==> config.mk <==
export PLATFORM = sky130hd
export DESIGN_NAME = cmac_link_sequencer_flat
export DESIGN_NICKNAME = d
export VERILOG_FILES = /design/src/rtl/cmac_link_sequencer_if.sv /design/src/rtl/cmac_link_sequencer.sv /design/src/flat_wrapper.sv
export SDC_FILE = /design/constraint.sdc
export NUM_CORES = 1
export LEC_CHECK = 0
export CAP_MARGIN = 15
export CORE_MARGIN = 1.5
export CORE_UTILIZATION = 60
export CTS_CLUSTER_DIAMETER = 100
export DETAILED_ROUTE_END_ITERATION = 10
export PLACE_DENSITY_LB_ADDON = 0.3
export SYNTH_ARGS = -nofsm -noshare
export SYNTH_HDL_FRONTEND = slang
export SYNTH_SLANG_ARGS = --single-unit
export TNS_END_PERCENT = 10
==> constraint.sdc <==
create_clock -name clk -period 4.1 [get_ports clk]
set_clock_uncertainty 0.1 [all_clocks]
set_input_delay 0.615 -clock clk [delete_from_list [all_inputs] [get_ports clk]]
set_output_delay 0.615 -clock clk [all_outputs]
set_load 0.005 [all_outputs]
==> src/rtl/cmac_link_sequencer_if.sv <==
// Signal bundle between the CMAC link sequencer and the CMAC/GT core plus status registers.
// The master side is the sequencer; the slave side is the core/status logic.
interface cmac_link_sequencer_if;
  logic        gt_powergood;
  logic        stat_rx_aligned;
  logic        sys_reset;
  logic        gtwiz_reset_rx;
  logic        ctl_rx_enable;
  logic        ctl_tx_enable;
  logic        ctl_tx_send_rfi;
  logic        ctl_rsfec_enable;
  logic        link_up;
  logic [15:0] retry_count;
  logic [15:0] link_drop_count;
  logic [2:0]  fsm_state;

  modport master (
    input  gt_powergood,
    input  stat_rx_aligned,
    output sys_reset,
    output gtwiz_reset_rx,
    output ctl_rx_enable,
    output ctl_tx_enable,
    output ctl_tx_send_rfi,
    output ctl_rsfec_enable,
    output link_up,
    output retry_count,
    output link_drop_count,
    output fsm_state
  );

  modport slave (
    output gt_powergood,
    output stat_rx_aligned,
    input  sys_reset,
    input  gtwiz_reset_rx,
    input  ctl_rx_enable,
    input  ctl_tx_enable,
    input  ctl_tx_send_rfi,
    input  ctl_rsfec_enable,
    input  link_up,
    input  retry_count,
    input  link_drop_count,
    input  fsm_state
  );
endinterface

==> src/rtl/cmac_link_sequencer.sv <==
// Bring-up/recovery sequencer for one CMAC 100G port: reset, power-good wait, alignment retries
// and debounced link-up. Define CMAC_FEC_FALLBACK_EN to toggle RS-FEC after repeated timeouts.
module cmac_link_sequencer #(
  parameter int unsigned FREQ_HZ              = 322265625,
  parameter bit          RSFEC                = 1'b1,
  parameter int unsigned SYS_RESET_CYCLES     = 100,
  parameter int unsigned RX_RESET_CYCLES      = 50,
  parameter int unsigned ALIGN_TIMEOUT_CYCLES = 3 * FREQ_HZ,
  parameter int unsigned LINK_DEBOUNCE_CYCLES = 1024,
  parameter int unsigned FEC_RETRIES          = 4
) (
  input logic                   clk,
  input logic                   resetn,
  cmac_link_sequencer_if.master bus
);

  typedef enum logic [2:0] {
    StSysReset  = 3'd0,
    StWaitPg    = 3'd1,
    StWaitAlign = 3'd2,
    StRxReset   = 3'd3,
    StDebounce  = 3'd4,
    StLinkUp    = 3'd5
  } state_e;

  localparam logic [31:0] SysLoad   = 32'(SYS_RESET_CYCLES);
  localparam logic [31:0] RxLoad    = 32'(RX_RESET_CYCLES);
  localparam logic [31:0] AlignLoad = 32'(ALIGN_TIMEOUT_CYCLES);
  localparam logic [31:0] DebLoad   = 32'(LINK_DEBOUNCE_CYCLES);

  // Asynchronous assertion, synchronous release.
  logic [1:0] rst_sync_q;
  logic       rst_n;

  always_ff @(posedge clk or negedge resetn) begin
    if (!resetn) begin
      rst_sync_q <= 2'b00;
    end else begin
      rst_sync_q <= {rst_sync_q[0], 1'b1};
    end
  end

  assign rst_n = rst_sync_q[1];

  logic [3:0] pg_sync_q;
  logic [3:0] al_sync_q;
  logic       pg_s;
  logic       al_s;

  always_ff @(posedge clk or negedge rst_n) begin
    if (!rst_n) begin
      pg_sync_q <= '0;
      al_sync_q <= '0;
    end else begin
      pg_sync_q <= {pg_sync_q[2:0], bus.gt_powergood};
      al_sync_q <= {al_sync_q[2:0], bus.stat_rx_aligned};
    end
  end

  assign pg_s = pg_sync_q[3];
  assign al_s = al_sync_q[3];

  function automatic logic [15:0] sat_inc(input logic [15:0] v);
    return (v == 16'hFFFF) ? v : v + 16'd1;
  endfunction

  state_e      state_q, state_d;
  logic [31:0] timer_q, timer_d;
  logic [15:0] retry_q, retry_d;
  logic [15:0] drop_q, drop_d;
  logic        sys_reset_q, gtwiz_q, rx_en_q, tx_en_q, link_q;

`ifdef CMAC_FEC_FALLBACK_EN
  logic       fec_q, fec_d;
  logic [2:0] attempt_q, attempt_d;
`else
  logic unused_fec_retries;
  assign unused_fec_retries = ^FEC_RETRIES;
`endif

  always_comb begin
    state_d = state_q;
    timer_d = (timer_q == '0) ? '0 : timer_q - 32'd1;
    retry_d = retry_q;
    drop_d  = drop_q;
`ifdef CMAC_FEC_FALLBACK_EN
    fec_d     = fec_q;
    attempt_d = attempt_q;
`endif
    case (state_q)
      StSysReset: begin
        if (timer_q == '0) state_d = StWaitPg;
      end
      StWaitPg: begin
        if (pg_s) begin
          state_d = StWaitAlign;
          timer_d = AlignLoad;
        end
      end
      StWaitAlign: begin
        if (al_s) begin
          state_d = StDebounce;
          timer_d = DebLoad;
        end else if (timer_q == '0) begin
          state_d = StRxReset;
          timer_d = RxLoad;
          retry_d = sat_inc(retry_q);
`ifdef CMAC_FEC_FALLBACK_EN
          // New FEC mode takes effect while RX is held in reset.
          if (attempt_q + 3'd1 == 3'(FEC_RETRIES)) begin
            fec_d     = ~fec_q;
            attempt_d = '0;
          end else begin
            attempt_d = attempt_q + 3'd1;
          end
`endif
        end
      end
      StRxReset: begin
        if (timer_q == '0) begin
          state_d = StWaitAlign;
          timer_d = AlignLoad;
        end
      end
      StDebounce: begin
        if (!al_s) begin
          state_d = StWaitAlign;
          timer_d = AlignLoad;
        end else if (timer_q == '0) begin
          state_d = StLinkUp;
        end
      end
      StLinkUp: begin
        if (!al_s) begin
          state_d = StWaitAlign;
          timer_d = AlignLoad;
          drop_d  = sat_inc(drop_q);
        end
      end
      default: begin
        state_d = StSysReset;
        timer_d = SysLoad;
      end
    endcase

    // Power loss overrides everything, including counter updates of this cycle.
    if (!pg_s && state_q != StSysReset && state_q != StWaitPg) begin
      state_d = StSysReset;
      timer_d = SysLoad;
      retry_d = retry_q;
      drop_d  = drop_q;
`ifdef CMAC_FEC_FALLBACK_EN
      fec_d   = fec_q;
`endif
    end

`ifdef CMAC_FEC_FALLBACK_EN
    if ((state_d == StLinkUp || state_d == StSysReset) && state_d != state_q) attempt_d = '0;
`endif
  end

  always_ff @(posedge clk or negedge rst_n) begin
    if (!rst_n) begin
      state_q     <= StSysReset;
      timer_q     <= SysLoad;
      retry_q     <= '0;
      drop_q      <= '0;
      sys_reset_q <= 1'b1;
      gtwiz_q     <= 1'b0;
      rx_en_q     <= 1'b0;
      tx_en_q     <= 1'b0;
      link_q      <= 1'b0;
`ifdef CMAC_FEC_FALLBACK_EN
      fec_q       <= RSFEC;
      attempt_q   <= '0;
`endif
    end else begin
      state_q     <= state_d;
      timer_q     <= timer_d;
      retry_q     <= retry_d;
      drop_q      <= drop_d;
      sys_reset_q <= (state_d == StSysReset);
      gtwiz_q     <= (state_d == StRxReset);
      rx_en_q     <= (state_d != StSysReset);
      tx_en_q     <= (state_d == StLinkUp);
      link_q      <= (state_d == StLinkUp);
`ifdef CMAC_FEC_FALLBACK_EN
      fec_q       <= fec_d;
      attempt_q   <= attempt_d;
`endif
    end
  end

  assign bus.sys_reset       = sys_reset_q;
  assign bus.gtwiz_reset_rx  = gtwiz_q;
  assign bus.ctl_rx_enable   = rx_en_q;
  assign bus.ctl_tx_enable   = tx_en_q;
  assign bus.ctl_tx_send_rfi = ~tx_en_q;
  assign bus.link_up         = link_q;
  assign bus.retry_count     = retry_q;
  assign bus.link_drop_count = drop_q;
  assign bus.fsm_state       = state_q;
`ifdef CMAC_FEC_FALLBACK_EN
  assign bus.ctl_rsfec_enable = fec_q;
`else
  assign bus.ctl_rsfec_enable = RSFEC;
`endif

endmodule
==> src/flat_wrapper.sv <==
// flat-port wrapper written by rule: the top's interface ports become plain ports
module cmac_link_sequencer_flat 
#(
  parameter int unsigned FREQ_HZ              = 322265625,
  parameter bit          RSFEC                = 1'b1,
  parameter int unsigned SYS_RESET_CYCLES     = 100,
  parameter int unsigned RX_RESET_CYCLES      = 50,
  parameter int unsigned ALIGN_TIMEOUT_CYCLES = 3 * FREQ_HZ,
  parameter int unsigned LINK_DEBOUNCE_CYCLES = 1024,
  parameter int unsigned FEC_RETRIES          = 4
)
  (clk, resetn, bus_gt_powergood, bus_stat_rx_aligned, bus_sys_reset, bus_gtwiz_reset_rx, bus_ctl_rx_enable, bus_ctl_tx_enable, bus_ctl_tx_send_rfi, bus_ctl_rsfec_enable, bus_link_up, bus_retry_count, bus_link_drop_count, bus_fsm_state);
  cmac_link_sequencer_if bus_i ();
  input logic clk;
  input logic resetn;
  input wire logic [$bits(bus_i.gt_powergood)-1:0] bus_gt_powergood;
  input wire logic [$bits(bus_i.stat_rx_aligned)-1:0] bus_stat_rx_aligned;
  output wire logic [$bits(bus_i.sys_reset)-1:0] bus_sys_reset;
  output wire logic [$bits(bus_i.gtwiz_reset_rx)-1:0] bus_gtwiz_reset_rx;
  output wire logic [$bits(bus_i.ctl_rx_enable)-1:0] bus_ctl_rx_enable;
  output wire logic [$bits(bus_i.ctl_tx_enable)-1:0] bus_ctl_tx_enable;
  output wire logic [$bits(bus_i.ctl_tx_send_rfi)-1:0] bus_ctl_tx_send_rfi;
  output wire logic [$bits(bus_i.ctl_rsfec_enable)-1:0] bus_ctl_rsfec_enable;
  output wire logic [$bits(bus_i.link_up)-1:0] bus_link_up;
  output wire logic [$bits(bus_i.retry_count)-1:0] bus_retry_count;
  output wire logic [$bits(bus_i.link_drop_count)-1:0] bus_link_drop_count;
  output wire logic [$bits(bus_i.fsm_state)-1:0] bus_fsm_state;
  assign bus_i.gt_powergood = bus_gt_powergood;
  assign bus_i.stat_rx_aligned = bus_stat_rx_aligned;
  assign bus_sys_reset = bus_i.sys_reset;
  assign bus_gtwiz_reset_rx = bus_i.gtwiz_reset_rx;
  assign bus_ctl_rx_enable = bus_i.ctl_rx_enable;
  assign bus_ctl_tx_enable = bus_i.ctl_tx_enable;
  assign bus_ctl_tx_send_rfi = bus_i.ctl_tx_send_rfi;
  assign bus_ctl_rsfec_enable = bus_i.ctl_rsfec_enable;
  assign bus_link_up = bus_i.link_up;
  assign bus_retry_count = bus_i.retry_count;
  assign bus_link_drop_count = bus_i.link_drop_count;
  assign bus_fsm_state = bus_i.fsm_state;
  cmac_link_sequencer #(.FREQ_HZ(FREQ_HZ), .RSFEC(RSFEC), .SYS_RESET_CYCLES(SYS_RESET_CYCLES), .RX_RESET_CYCLES(RX_RESET_CYCLES), .ALIGN_TIMEOUT_CYCLES(ALIGN_TIMEOUT_CYCLES), .LINK_DEBOUNCE_CYCLES(LINK_DEBOUNCE_CYCLES), .FEC_RETRIES(FEC_RETRIES)) u_core (.clk(clk), .resetn(resetn), .bus(bus_i));
endmodule
==> results.py, run 1 <==
metrics = {
    "logic_synthesis": {
        "netlist_area_mm2": 0.004069,
        "synth_cell_types": 61,
        "ys_ff_latch": 81,
        "synth_seq_area_share": 0.4994,
        "synth_cells": 415,
        "synthArstFlopShare": 1.000,
        "dominantRegCellSynth": "dfrtp_1",
        "synth_edf_count": 0,
        "yosysTopAreaCell": "dfrtp_1",
        "yosys-top-cells-count": "dfrtp_1 (77), nor2_1 (55), nand2_1 (36)",
        "yosysWarnings": 0,
        "syn_avg_cell_area_um2": 9.805,
        "synth_top_area_share": 0.4736,
        "synth_most_common_cell": "dfrtp_1",
        "yosys-top-cells-area": "dfrtp_1 (47%), xnor2_1 (6.9%), xor2_1 (5.2%), nor2_1 (5.1%), nand2_1 (3.3%)",
    },
    "setup_path": {
        "r2r-end": "u_core.timer_q[14]$_DFF_PN0_",
        "timing.rr.start": "u_core.timer_q[0]$_DFF_PN0_",
        "ff2ff_setup_slack_ps": 950,
        "crit_path_end_kind": "register",
        "crit_path_frequent_cell": "or3_1",
        "arrival_ps": 3260,
        "start_kind": "register",
        "critPathKind": "register to register",
        "slowest_stage": "or4b_2",
        "worstPathMaxFanout": 16,
        "critPathMaxStageDelay_ps": 630,
        "worstPathRequired_ps": 4210,
        "ff2ff_path_depth": 7,
        "cp_cell_sequence": "inv_1, ha_1, or4b_2, or3_1, or3_1, nand2_1, nor2_1",
    },
    "detailed_routing": {
        "vias": 3284,
        "viasPerCell": 6.093,
        "routedWlPerCell_um": 16.14,
        "dr.pass1.iters": 8,
        "drtIter0Drc": 243,
        "ant_nets": 0,
        "drc": 2,
        "drt_wl_total_mm": 8.697,
    },
    "cells_and_area": {
        "finalNetCount": 465,
        "drive_above_1_share": 0.07359,
        "final_util": 0.7344,
        "diodes": 0,
        "syn_to_final_growth_pct": 16.57,
        "fillers": 483,
        "final_cells": 539,
    },
    "pwr": {
        "p_sw_mw": 0.7541,
        "p_total_mw": 2.191,
        "internal_power_mw": 1.437,
        "p_per_area_mw_per_mm2": 462.0,
        "p_sw_frac": 0.3441,
        "pwr-share-seq": 0.481,
        "p_leak_nw": 2.071,
        "clock_power_share": 0.256,
        "vdd_drop_max_mv": 0.2730,
        "combinationalPowerShare": 0.263,
    },
    "clocking": {
        "clock_path_buffers": 2,
        "cts-root-buf": "clkbuf_8",
        "cts.sinks": 81,
        "hold_buffers": 0,
        "cts_tree": "yes",
        "clkLatencyLatePin_ps": 350,
        "numCtsBuffers": 9,
        "clk_pin_slew_worst_paths_ps": 80,
        "post_cts_resize_count": 0,
        "cts-htree-levels": 3,
        "post_cts_buffers": 0,
    },
    "sta": {
        "hold_viol": 0,
        "slew_headroom": 0.3412,
        "worstMarginPinSlew_ps": 988.1,
        "rsz0062_at_grt": "no",
        "setup_tns_ps": 0,
        "slew_violations": 0,
        "min_period_over_period": 0.7675,
        "worst_slack_ps": 953.1,
        "finalCriticalPeriod_ps": 3147,
        "setup_violations": 0,
        "fmax_mhz": 317.8,
    },
    "placed_design": {
        "pre_cts_ws_ps": 1012,
        "dp.cells": 523,
        "port_buffers": 44,
        "place_hpwl_mm": 5.950,
        "place_congestion": 0.9151,
    },
    "floorplan": {
        "ioPinCount": 46,
        "die_y_um": 85.35,
        "row_count": 29,
        "die_area_mm2": 0.007285,
        "chipWidth_um": 85.35,
        "start_util": 0.6300,
        "placeableCoreArea_mm2": 0.006459,
    },
    "min_path": {
        "hold_end": "u_core.al_sync_q[2]$_DFF_PN0_",
        "min_from": "u_core.al_sync_q[1]$_DFF_PN0_",
        "hold_path_class": "register to register",
        "hold-path-cell-count": 0,
    },
    "global_route": {
        "grt_pass1_vias": 3186,
        "grt_max_degree": 80,
        "grt.total_usage": 0.2569,
        "antenna_found_initial": 0,
        "grt_pass1_wl_mm": 14.76,
        "gr-total-overflow": 0,
    },
    "status": {
        "outcome": "finished, violations left",
        "failed_checks": "design-rule violations",
    },
    "run": {
        "maxCapViolCount": 0,
    },
}
[layout by cell type (no fill, tap or decap), drive strengths merged, types with 2 or more instances in the layout]
master	n
dfrtp	77
nor2	55
clkdlybuf4s50	44
nand2	36
xnor2	32
xor2	24
a21oi	18
nor3	17
nand3	15
nand4	14
inv	12
clkbuf	11
or4	11
o21ai	10
nor4	8
or3	6
and3	5
nand2b	4
o31ai	4
a31oi	4
ha	4
dfstp	4
o22ai	3
clkinv	3
a22o	2
a2111oi	2
o211ai	2
o31a	2
mux2	2
conb	2
buf	2
o32ai	2
a21boi	2
[worst max-delay path: cells and delay by family, from the launching register on]
| kind | cells | cell delay (ps) |
|---|---|---|
| DFF | 1 | 430 |
| buffers and inverters | 1 | 120 |
| and+or+nand+nor | 5 | 2200 |
| adders and majority gates | 1 | 150 |
[metal layers]
metal,up-vias,GRT usage,wire (um)
li1,1547,-,-
met1,1576,0.3456,3699
met2,149,0.4113,4258
met3,12,0.05642,609
met4,0,0.09824,129
met5,-,0,0
[sequential cells by signal, indices dropped and copies added, names as in the netlist, 2 cells and up]
signal	cells
u_core.al_sync_q	4
u_core.bus.fsm_state	3
u_core.bus.link_drop_count	16
u_core.bus.retry_count	16
u_core.pg_sync_q	4
u_core.rst_sync_q	2
u_core.timer_q	32
[final cells by class]
class                   instances  area, um2  share of cell area
clock buffers                  11      131.4             0.02770
clock inverters                 5      56.30             0.01187
inverters                      12      45.04            0.009496
multi-input cells             307       1923              0.4054
flip-flops and latches         81       2036              0.4292
well taps                      77      96.34             0.02031
repair buffers                 46      455.4             0.09602
[worst max path at each step]
stage                                         endpoint  depth (start not counted)                        start
final                     u_core.timer_q[14]$_DFF_PN0_                          7  u_core.timer_q[0]$_DFF_PN0_
after global routing      u_core.timer_q[22]$_DFF_PN0_                          7  u_core.timer_q[0]$_DFF_PN0_
after CTS                 u_core.timer_q[14]$_DFF_PN0_                          7  u_core.timer_q[0]$_DFF_PN0_
after detailed placement  u_core.timer_q[22]$_DFF_PN0_                          7  u_core.timer_q[0]$_DFF_PN0_
after global placement     u_core.timer_q[8]$_DFF_PN0_                          7  u_core.timer_q[0]$_DFF_PN0_
after floorplan            u_core.timer_q[0]$_DFF_PN0_                         10  u_core.timer_q[0]$_DFF_PN0_
[through the flow]
step	area, um2	hold slack (ps)
final	4743	253.8
after CTS	4743	254.7
after global placement	4556	234.6
after detailed placement	4556	236.3
after global routing	4743	259.5
after floorplan	4073	219.4
[cell families (layout without fill, tap and decap cells)]
family                   count (synthesis)  after routing  synth area share
flip-flops                              81             81            0.4994
adder cells (fa/ha/maj)                  4              4           0.01230
multiplexers                             3              3          0.007995
XOR/XNOR                                56             56            0.1205
other                                    1              2         0.0009216
AND/OR/NAND/NOR                        180            180            0.2279
AO/OA/AOI/OAI                           62             62            0.1021
buffers and inverters                   28             74           0.02890
[power groups by stage]
stage	clock, mW	combinational (mW)	sequential (mW)
4_1_cts	0.575	0.570	1.05
6_report	0.560	0.577	1.05
3_5_place_dp	0	0.564	1.06
3_3_place_gp	0	0.547	1.06
2_1_floorplan	0	0.471	1.01
5_1_grt	0.600	0.638	1.07
(Power assumes the default switching activity.)
==> inputs of run 2 (changes only) <==
- CORE_UTILIZATION: 60 -> 51
- clock period: 4.1 -> 2.86 ns (I/O delays scaled with it)
==> results.py, run 2 (synthesized netlist as in run 1, its figures left out) <==
metrics = {
    "clocking": {
        "post_cts_buffers": 0,
        "cts_tree": "yes",
        "numCtsBuffers": 9,
        "cts-root-buf": "clkbuf_8",
        "clk_pin_slew_worst_paths_ps": 80,
        "cts-htree-levels": 3,
        "hold_buffers": 0,
        "clock_path_buffers": 2,
        "cts.sinks": 81,
        "clkLatencyLatePin_ps": 350,
    },
    "run": {
        "maxCapViolCount": 0,
    },
    "sta": {
        "min_period_over_period": 0.9642,
        "worstMarginPinSlew_ps": 991.6,
        "slew_headroom": 0.3389,
        "fmax_mhz": 362.6,
        "finalCriticalPeriod_ps": 2758,
        "setup_violations": 0,
        "rsz0062_at_grt": "yes",
        "hold_viol": 0,
        "slew_violations": 0,
        "hold_slack_ps": 123.5,
    },
    "setup_path": {
        "ff2ff_path_depth": 8,
        "ff2ff_setup_slack_ps": 100,
        "critPathBufInv": 1,
        "critPathMaxStageDelay_ps": 600,
        "slowest_stage": "or4b_2",
        "critPathKind": "register to register",
        "worstPathRequired_ps": 3020,
        "start_kind": "register",
        "r2r-end": "u_core.bus.fsm_state[0]$_DFF_PN0_",
        "crit_path_end_kind": "register",
        "cp_cell_sequence": "inv_1, ha_1, or4b_2, or3_4, or3_4, or3_4, o21a_1, o32ai_2",
        "arrival_ps": 2920,
        "cp_top_family": "simple AND/OR/NAND/NOR gates",
        "worstPathMaxFanout": 12,
        "timing.rr.start": "u_core.timer_q[1]$_DFF_PN0_",
        "crit_path_frequent_cell": "or3_4",
        "cp-startpoint": "u_core.timer_q[1]$_DFF_PN0_",
    },
    "floorplan": {
        "row_count": 32,
        "ioPinCount": 46,
        "chipWidth_um": 92.32,
        "placeableCoreArea_mm2": 0.007727,
        "die_y_um": 92.32,
        "start_util": 0.5266,
        "die_area_mm2": 0.008523,
    },
    "detailed_routing": {
        "wl_met2_mm": 4.474,
        "viasPerCell": 5.786,
        "wl_met1_mm": 4.099,
        "top_layer": "met4",
        "drt_wl_total_mm": 9.246,
        "dr.pass1.iters": 5,
        "routedWlPerCell_um": 15.86,
        "route.met3.wl_um": 533,
        "drc": 0,
        "ant_nets": 0,
        "vias": 3373,
        "drtIter0Drc": 214,
    },
    "global_route": {
        "grt_pass1_vias": 3279,
        "grt.total_usage": 0.2295,
        "antenna_found_initial": 0,
        "grt_max_degree": 80,
        "grt_pass1_wl_mm": 15.56,
        "gr-total-overflow": 0,
    },
    "placed_design": {
        "postPlaceCellArea_mm2": 0.004742,
        "dp.cells": 567,
        "place_congestion": 0.9005,
        "place_hpwl_mm": 6.433,
        "port_buffers": 44,
    },
    "cells_and_area": {
        "syn_to_final_growth_pct": 22.32,
        "finalNetCount": 484,
        "drive_above_1_share": 0.1206,
        "final_cell_mix": "dfrtp_1 (76), nor2_1 (55), clkdlybuf4s50_1 (44), nand2_1 (35), xnor2_1 (32)",
        "final_area_mm2": 0.004977,
        "final_cells": 583,
        "diodes": 0,
        "largest-register": "u_core.timer_q",
        "largest_reg_flops": 32,
        "layout_commonest_cell": "dfrtp_1",
    },
    "pwr": {
        "p_leak_nw": 2.184,
        "p_sw_frac": 0.3353,
        "internal_power_mw": 2.242,
        "clock_power_share": 0.269,
        "p_per_area_mw_per_mm2": 677.5,
        "combinationalPowerShare": 0.295,
        "pwr-share-seq": 0.436,
        "p_sw_mw": 1.131,
        "vdd_drop_max_mv": 0.2996,
    },
    "status": {
        "outcome": "finished clean",
    },
    "min_path": {
        "hold_path_class": "primary input to async pin",
    },
}
## run 2: power by group through the flow
stage,Sequential [mW],Clock [mW],Combinational (mW)
after global routing,1.49,0.971,1.10
after CTS,1.47,0.924,0.981
final,1.47,0.908,0.995
after global placement,1.48,0,0.947
after floorplan,1.44,0,0.675
after detailed placement,1.49,0,0.972
## run 2: metrics by stage
step	util	TNS, ps	power [mW]	setup slack, ps
floorplan	-	0	2.118	118.2
global placement	0.6137	0	2.425	55.32
global route	0.6441	-15.75	3.559	-15.75
detailed placement	0.6137	-2.789	2.460	-2.789
finish	0.6441	0	3.372	102.5
CTS	0.6418	0	3.372	8.088
## run 2: per-layer routing
metal | vias to the layer above | global-route usage
met1 | 1646 | 0.3008
met5 | - | 0
met2 | 127 | 0.3676
met4 | 0 | 0.07821
met3 | 16 | 0.06240
li1 | 1584 | -
## run 2: layout make-up
| cell class | instances | area, um2 |
|---|---|---|
| fill | 623 | 2750 |
| tap | 102 | 127.6 |
| inverter | 12 | 45.04 |
| multi-input combinational | 307 | 1946 |
| sequential | 81 | 2036 |
| clock buffer | 11 | 131.4 |
| timing repair buffer | 65 | 610.6 |
| clock inverter | 5 | 81.33 |
## run 2: how the worst max path moves through the flow
stage | cells past startpoint | to
after CTS | 6 | u_core.bus.retry_count[15]$_DFFE_PN0P_
after floorplan | 10 | u_core.timer_q[0]$_DFF_PN0_
after global routing | 8 | u_core.timer_q[9]$_DFF_PN0_
after detailed placement | 8 | u_core.timer_q[9]$_DFF_PN0_
final | 8 | u_core.bus.fsm_state[0]$_DFF_PN0_
after global placement | 7 | u_core.bus.gtwiz_reset_rx$_DFF_PN0_
## run 2: what timing repair did
action,CTS,global route
resized for setup,1,4
endpoints found under the setup margin,3,12
endpoints found under the hold margin,0,0
pin swaps,0,1
